===== config.mk =====
export PLATFORM = sky130hd
export DESIGN_NAME = disparity_projector
export DESIGN_NICKNAME = d
export VERILOG_FILES = /design/src/rtl/parallax_pkg.sv /design/src/rtl/seq_divider.sv /design/src/rtl/disparity_projector.sv
export SDC_FILE = /design/constraint.sdc
export NUM_CORES = 1
export LEC_CHECK = 0
export CAP_MARGIN = 20
export CELL_PAD_IN_SITES_DETAIL_PLACEMENT = 0
export CELL_PAD_IN_SITES_GLOBAL_PLACEMENT = 1
export CORE_ASPECT_RATIO = 1.1
export CORE_UTILIZATION = 38
export CTS_CLUSTER_SIZE = 28
export DETAILED_ROUTE_END_ITERATION = 8
export GPL_TIMING_DRIVEN = 0
export HOLD_SLACK_MARGIN = 0.12
export MAX_ROUTING_LAYER = met4
export PLACE_DENSITY = 0.75
export SLEW_MARGIN = 20
export SYNTH_ARGS = -nofsm -noshare
export SYNTH_HDL_FRONTEND = slang
export SYNTH_HIERARCHICAL = 1
export SYNTH_SLANG_ARGS = --single-unit

===== constraint.sdc =====
create_clock -name clk_in -period 3.7 [get_ports clk_in]
set_input_delay 0.74 -clock clk_in [delete_from_list [all_inputs] [get_ports clk_in]]
set_output_delay 0.74 -clock clk_in [all_outputs]
set_load 0.05 [all_outputs]

===== src/rtl/parallax_pkg.sv =====
// Constants and types shared by the stereo parallax and disparity projection blocks.
package parallax_pkg;

   localparam int unsigned DEPTH_W         = 8;
   localparam int unsigned X_W             = 11;
   localparam int unsigned Y_W             = 10;
   localparam int unsigned NUM_SLOTS       = 4;
   localparam int unsigned DISPARITY_K_DEF = 2973;

   localparam logic [1:0] ONE_PLAYER    = 2'd0;
   localparam logic [1:0] TWO_PLAYERS   = 2'd1;
   localparam logic [1:0] THREE_PLAYERS = 2'd2;
   localparam logic [1:0] FOUR_PLAYERS  = 2'd3;

   typedef enum logic [2:0] {
      StIdle,
      StLoad,
      StDivide,
      StWrite,
      StDone
   } proj_state_t;

endpackage


===== src/rtl/seq_divider.sv =====
// Restoring unsigned divider, one quotient bit per cycle (MSB first) after a start pulse.
module seq_divider #(
   parameter int unsigned DIV_BITS = 12
) (
   input  logic                i_clk,
   input  logic                i_rst_n,
   input  logic                i_start,
   input  logic [DIV_BITS-1:0] i_dividend,
   input  logic [DIV_BITS-1:0] i_divisor,
   output logic                o_done,
   output logic [DIV_BITS-1:0] o_quotient
);

   localparam int unsigned CNT_W = $clog2(DIV_BITS + 1);

   logic [DIV_BITS-1:0] r_quo;
   logic [DIV_BITS-1:0] r_div;
   logic [DIV_BITS-1:0] r_rem;
   logic [CNT_W-1:0]    r_count;

   logic [DIV_BITS:0]   w_shift;
   logic                w_fits;
   logic [DIV_BITS-1:0] w_rem_next;

   // Dividend bits shift out of r_quo while quotient bits shift in from the bottom.
   always_comb begin
      w_shift    = {r_rem, r_quo[DIV_BITS-1]};
      w_fits     = (w_shift >= {1'b0, r_div});
      w_rem_next = w_fits ? DIV_BITS'(w_shift - {1'b0, r_div}) : w_shift[DIV_BITS-1:0];
   end

   always_ff @(posedge i_clk) begin
      if (!i_rst_n) begin
         r_quo   <= '0;
         r_div   <= '0;
         r_rem   <= '0;
         r_count <= '0;
      end else if (i_start) begin
         r_quo   <= i_dividend;
         r_div   <= i_divisor;
         r_rem   <= '0;
         r_count <= CNT_W'(DIV_BITS);
      end else if (r_count != '0) begin
         r_rem   <= w_rem_next;
         r_quo   <= {r_quo[DIV_BITS-2:0], w_fits};
         r_count <= r_count - 1'b1;
      end
   end

   // High during the final iteration; the quotient is complete after this edge.
   assign o_done     = (r_count == CNT_W'(1));
   assign o_quotient = r_quo;

endmodule


===== src/rtl/disparity_projector.sv =====
// Projects per-player target depth to a camera-2 column (x_2 = x_1 - K/depth).
// Define PROJECTOR_ROUND_EN for round-to-nearest disparity instead of floor.
module disparity_projector
   import parallax_pkg::*;
#(
   parameter int unsigned DISPARITY_K = DISPARITY_K_DEF,
   parameter int unsigned DIV_BITS    = 12
) (
   input  logic                              clk_in,
   input  logic                              rst_n_in,
   input  logic                              data_valid_in,
   input  logic [1:0]                        num_players,
   input  logic [NUM_SLOTS-1:0][DEPTH_W-1:0] depth_in,
   input  logic [NUM_SLOTS-1:0][X_W-1:0]     x_1_in,
   output logic                              busy_out,
   output logic                              data_valid_out,
   output logic [NUM_SLOTS-1:0][X_W-1:0]     x_2_out,
   output logic [NUM_SLOTS-1:0]              clip_out
);

   localparam logic [X_W-1:0] X_MAX = '1;

   proj_state_t                       r_state;
   logic [1:0]                        r_idx;
   logic [1:0]                        r_last;
   logic [NUM_SLOTS-1:0][DEPTH_W-1:0] r_depth;
   logic [NUM_SLOTS-1:0][X_W-1:0]     r_x1;
   logic [NUM_SLOTS-1:0][X_W-1:0]     r_slot_x2;
   logic [NUM_SLOTS-1:0]              r_slot_clip;
   logic [NUM_SLOTS-1:0][X_W-1:0]     r_x2_out;
   logic [NUM_SLOTS-1:0]              r_clip_out;
   logic                              r_valid;
   logic                              r_busy;

   logic                w_start;
   logic                w_div_done;
   logic [DIV_BITS-1:0] w_dividend;
   logic [DIV_BITS-1:0] w_divisor;
   logic [DIV_BITS-1:0] w_quotient;
   logic [DEPTH_W-1:0]  w_depth;
   logic [X_W-1:0]      w_x1;
   logic [X_W-1:0]      w_disp;
   logic [X_W-1:0]      w_x2;
   logic                w_sat;
   logic                w_clip;

   assign w_depth   = r_depth[r_idx];
   assign w_x1      = r_x1[r_idx];
   assign w_start   = (r_state == StLoad);
   assign w_divisor = DIV_BITS'(w_depth);

`ifdef PROJECTOR_ROUND_EN
   assign w_dividend = DIV_BITS'(DISPARITY_K) + DIV_BITS'(w_depth >> 1);
`else
   assign w_dividend = DIV_BITS'(DISPARITY_K);
`endif

   seq_divider #(
      .DIV_BITS (DIV_BITS)
   ) u_div (
      .i_clk      (clk_in),
      .i_rst_n    (rst_n_in),
      .i_start    (w_start),
      .i_dividend (w_dividend),
      .i_divisor  (w_divisor),
      .o_done     (w_div_done),
      .o_quotient (w_quotient)
   );

   // Zero depth means "at infinity disparity": saturate regardless of the divider output.
   always_comb begin
      w_sat  = (w_depth == '0) || (w_quotient > DIV_BITS'(X_MAX));
      w_disp = w_sat ? X_MAX : w_quotient[X_W-1:0];
      if (w_disp > w_x1) begin
         w_x2   = '0;
         w_clip = 1'b1;
      end else begin
         w_x2   = w_x1 - w_disp;
         w_clip = w_sat;
      end
   end

   always_ff @(posedge clk_in) begin
      if (!rst_n_in) begin
         r_state     <= StIdle;
         r_idx       <= '0;
         r_last      <= '0;
         r_depth     <= '0;
         r_x1        <= '0;
         r_slot_x2   <= '0;
         r_slot_clip <= '0;
         r_x2_out    <= '0;
         r_clip_out  <= '0;
         r_valid     <= 1'b0;
         r_busy      <= 1'b0;
      end else begin
         r_valid <= 1'b0;
         unique case (r_state)
            StIdle: begin
               if (data_valid_in) begin
                  r_last  <= num_players;
                  r_depth <= depth_in;
                  r_x1    <= x_1_in;
                  r_idx   <= '0;
                  r_busy  <= 1'b1;
                  r_state <= StLoad;
               end
            end
            StLoad:   r_state <= StDivide;
            StDivide: if (w_div_done) r_state <= StWrite;
            StWrite: begin
               r_slot_x2[r_idx]   <= w_x2;
               r_slot_clip[r_idx] <= w_clip;
               r_idx              <= r_idx + 2'd1;
               if (r_idx == r_last) begin
                  // Publish with the slot being written this cycle merged in.
                  for (int i = 0; i < NUM_SLOTS; i++) begin
                     if (2'(i) < r_idx) begin
                        r_x2_out[i]   <= r_slot_x2[i];
                        r_clip_out[i] <= r_slot_clip[i];
                     end else if (2'(i) == r_idx) begin
                        r_x2_out[i]   <= w_x2;
                        r_clip_out[i] <= w_clip;
                     end else begin
                        r_x2_out[i]   <= '0;
                        r_clip_out[i] <= 1'b0;
                     end
                  end
                  r_valid <= 1'b1;
                  r_state <= StDone;
               end else begin
                  r_state <= StLoad;
               end
            end
            StDone: begin
               r_busy  <= 1'b0;
               r_state <= StIdle;
            end
            default: r_state <= StIdle;
         endcase
      end
   end

   assign busy_out       = r_busy;
   assign data_valid_out = r_valid;
   assign x_2_out        = r_x2_out;
   assign clip_out       = r_clip_out;

endmodule


==> impl_metrics.csv <==
group,metric,value,unit
placed_design,place_congestion,0.834,
global_route,grt_pass1_vias,8849,
logic_synthesis,ys_seq_elements,209,
power,p_sw_share,36.4,%
sta,worstMarginPinSlew,0.875,ns
global_route,antenna_found_initial,0,
sta,layout_min_cycle_time,3.81,ns
sta,clock_skew,0.0180,ns
drt,route.detailed.drc,0,
sta,max-slew-margin-rel,41.7,%
status,status,"complete, but fails checks",
floorplanning,rows,62,
worst_setup_path,crit_type,"register to register",
power,ir_drop,0.376,mV
cts,cts.sinks,209,
worst_hold_path,hold_path_class,"register to register",
logic_synthesis,syn_inst,1205,
final_layout,drive_gt1_share,14.9,%
global_route,grt_pass1_wl,48.1,mm
cts,cts.htree.levels,1,
global_route,grt_usage,23.1,%
floorplanning,dieWidth,158,microns
final_layout,multiInputGateArea,6150,sq um
global_route,grt-ovfl-total,0,
logic_synthesis,synth-warning-count,6,
sta,setup_slack,-0.107,ns
power,pwr-share-seq,31.5,%
worst_setup_path,crit_required,4.13,ns
drt,vias_per_cell,5.30,
sta,finalSetupViolCount,14,
logic_synthesis,ys_types,69,
final_layout,final_cell_mix,"nand2_1 (254), dfxtp_1 (207), clkdlybuf4s50_1 (130)",
logic_synthesis,synth.yosys.seq_area_share,41.2,%
power,p_clk_share,27.0,%
status,violations,"setup timing",
drt,drt_iter0_drc,606,
placed_design,port_buffers,130,
floorplanning,die_y,173,microns
power,combPwrFrac,41.4,%
cts,numCtsBuffers,23,
final_layout,final_common_cell,"nand2_1",
logic_synthesis,synth_ff_type,"dfxtp_1",
final_layout,final_nets,1532,
power,power,8.11,mW
power,p_switching,2.95,mW
sta,slew_violations,0,
placed_design,post-dp-hpwl,22.0,mm
cts,clkLatencyLatePin,0.51,ns
logic_synthesis,syn_area,10200,sq um
floorplanning,die-area,27400,sq um
cts,cts_tree,"done",
cts,clkTransAtPathRegs,0.06,ns
floorplanning,start_util,38.8,%
worst_setup_path,arrival,4.24,ns
job,drv_cap,0,
final_layout,seq_area,4190,sq um
final_layout,synthToLayoutAreaGrowth,36.1,%
drt,wirelength,31.2,mm
logic_synthesis,postSynthAreaPerCell,8.43,sq um
drt,wl_per_cell,17.5,microns
final_layout,fillers,2467,
global_route,grt_start_max_net_pins,15,
drt,drtPass1Iterations,5,
floorplanning,pin_count,131,
cts,clockRootBuffer,"clkbuf_16",
drt,ant_nets,0,
sta,clock.fmax,263,MHz
logic_synthesis,synth_edf_count,0,
power,power_density,587,nW/um^2
cts,cts_buffer_depth,3,
power,p_leak,5.02,nW
worst_setup_path,start_kind,"register",
power,internal-power,5.15,mW
floorplanning,core-area,26100,sq um
sta,rsz0062_at_grt,"true",
final_layout,antenna_cells,0,
logic_synthesis,synthArstFlopShare,0,%
drt,dr_total_vias,9469,
worst_setup_path,endpoint_kind,"register",
sta,fin_crit_sh,103,%
worst_setup_path,crit_fanout,8,
sta,fin_setup_tns,-0.705,ns
sta,hold_viol,0,
-- cells by family after synthesis --
group                      share of synthesized area, %
AOI/OAI and AO/OA                                  22.1
xor gates and xnor gates                           1.04
DFF                                                41.2
and+or+nand+nor                                    20.4
other                                            0.0740
muxes                                              6.30
adders and majority gates                          4.09
buffers and inverters                              4.76
-- per-layer routing --
metal  share of wire, %  GRT usage [%]  vias to the layer above
met2                 49           38.8                      248
met4                1.5           3.96                        0
met3                4.3           2.23                       35
li1                   -              -                     4611
met1                 46           30.3                     4575
met5                  0              -                        -
-- worst paths after layout --
check	startpoint	endpoint	slack [ns]	cells after the start
worst max-delay path	r_idx[1]	x_2_out[19]	-0.11	15
worst min-delay path	r_slot_x2[8]	r_slot_x2[8]	0.45	2
worst max register to register	r_idx[1]	x_2_out[19]	-0.11	15
worst min register to register	r_slot_x2[8]	r_slot_x2[8]	0.45	2
-- flip-flops by register name (all words and copies together) (netlist names), 2 cells and up --
register	count
x_2_out	44
r_slot_clip	3
u_div/r_div	12
r_last	2
r_x1	44
u_div/r_rem	12
u_div/r_count	4
clip_out	4
r_slot_x2	33
u_div/o_quotient	12
r_idx	2
r_state	3
r_depth	32
-- Yosys cell counts, drive strengths merged (3+ instances only) --
cell type	n	area, sq um
nand2	259	975
nor2	46	173
and4	3	26.3
o21a	10	75.1
nor4	4	40.0
or4	4	30.0
a32oi	10	87.6
inv	26	97.6
a211oi	6	50.1
mux2i	20	200
a21boi	102	766
buf	27	136
o21ai	79	395
nor2b	42	263
a22oi	5	37.5
clkbuf	66	249
xnor2	10	87.6
nand2b	6	37.5
a31oi	23	144
mux4	19	428
dfxtp	209	4180
a21o	7	52.6
o2111ai	4	52.6
ha	30	375
nor3	7	35.0
or3	4	30.0
nand3b	3	22.5
a221oi	12	105
nand3	42	215
a21oi	66	342
and2	15	93.8
nand4	5	31.3
a211o	3	26.3
-- power groups by stage --
stage | clock, mW | sequential [mW] | combinational [mW]
after floorplan | 0 | 2.62 | 1.78
after CTS | 2.23 | 2.55 | 2.82
after global placement | 0 | 2.60 | 2.53
final | 2.19 | 2.56 | 3.36
after global routing | 2.32 | 2.58 | 3.63
after detailed placement | 0 | 2.60 | 2.55
-- repair_timing --
action | 4_1_cts | 5_1_grt
setup buffers | 17 | 30
setup endpoints to repair | 84 | 80
pin swaps | 21 | 45
resized for setup | 64 | 116
hold buffers | 0 | 0
-- cell type report --
cell class                 instances  area share [%]
buffer                            91            3.33
clock buffer                      38            5.08
clock inverter                     2          0.0996
inverter                          26           0.706
multi-input combinational        891            44.5
sequential                       209            30.3
tap                              352            3.19
timing repair buffer             177            12.8
-- metrics by stage --
step                util (%)  setup WS (ns)  std cells  instance area [sq um]  hold slack, ns
global route            52.9         -0.242       1786                  13800           0.469
CTS                     50.2         -0.110       1757                  13100           0.461
detailed placement      45.7          -1.10       1701                  11900           0.454
finish                  52.9         -0.107       1786                  13800           0.446
floorplan                  -         0.0475       1219                  10200           0.437
global placement        45.7          -1.06       1701                  11900           0.446
-- critical path: stages, from the launching register on --
cell,delay (ns)
dfxtp_4,0.36
buf_12,0.14
mux4_2,0.54
nor4_4,0.29
a21o_1,0.25
or2_4,0.18
ha_4,0.13
inv_2,0.04
fa_2,0.40
a21o_1,0.22
a32oi_4,0.31
nor2_2,0.08
nor4_4,0.29
buf_6,0.21
a32oi_2,0.13
a21oi_1,0.17
Power figures use the tool's default switching activity.
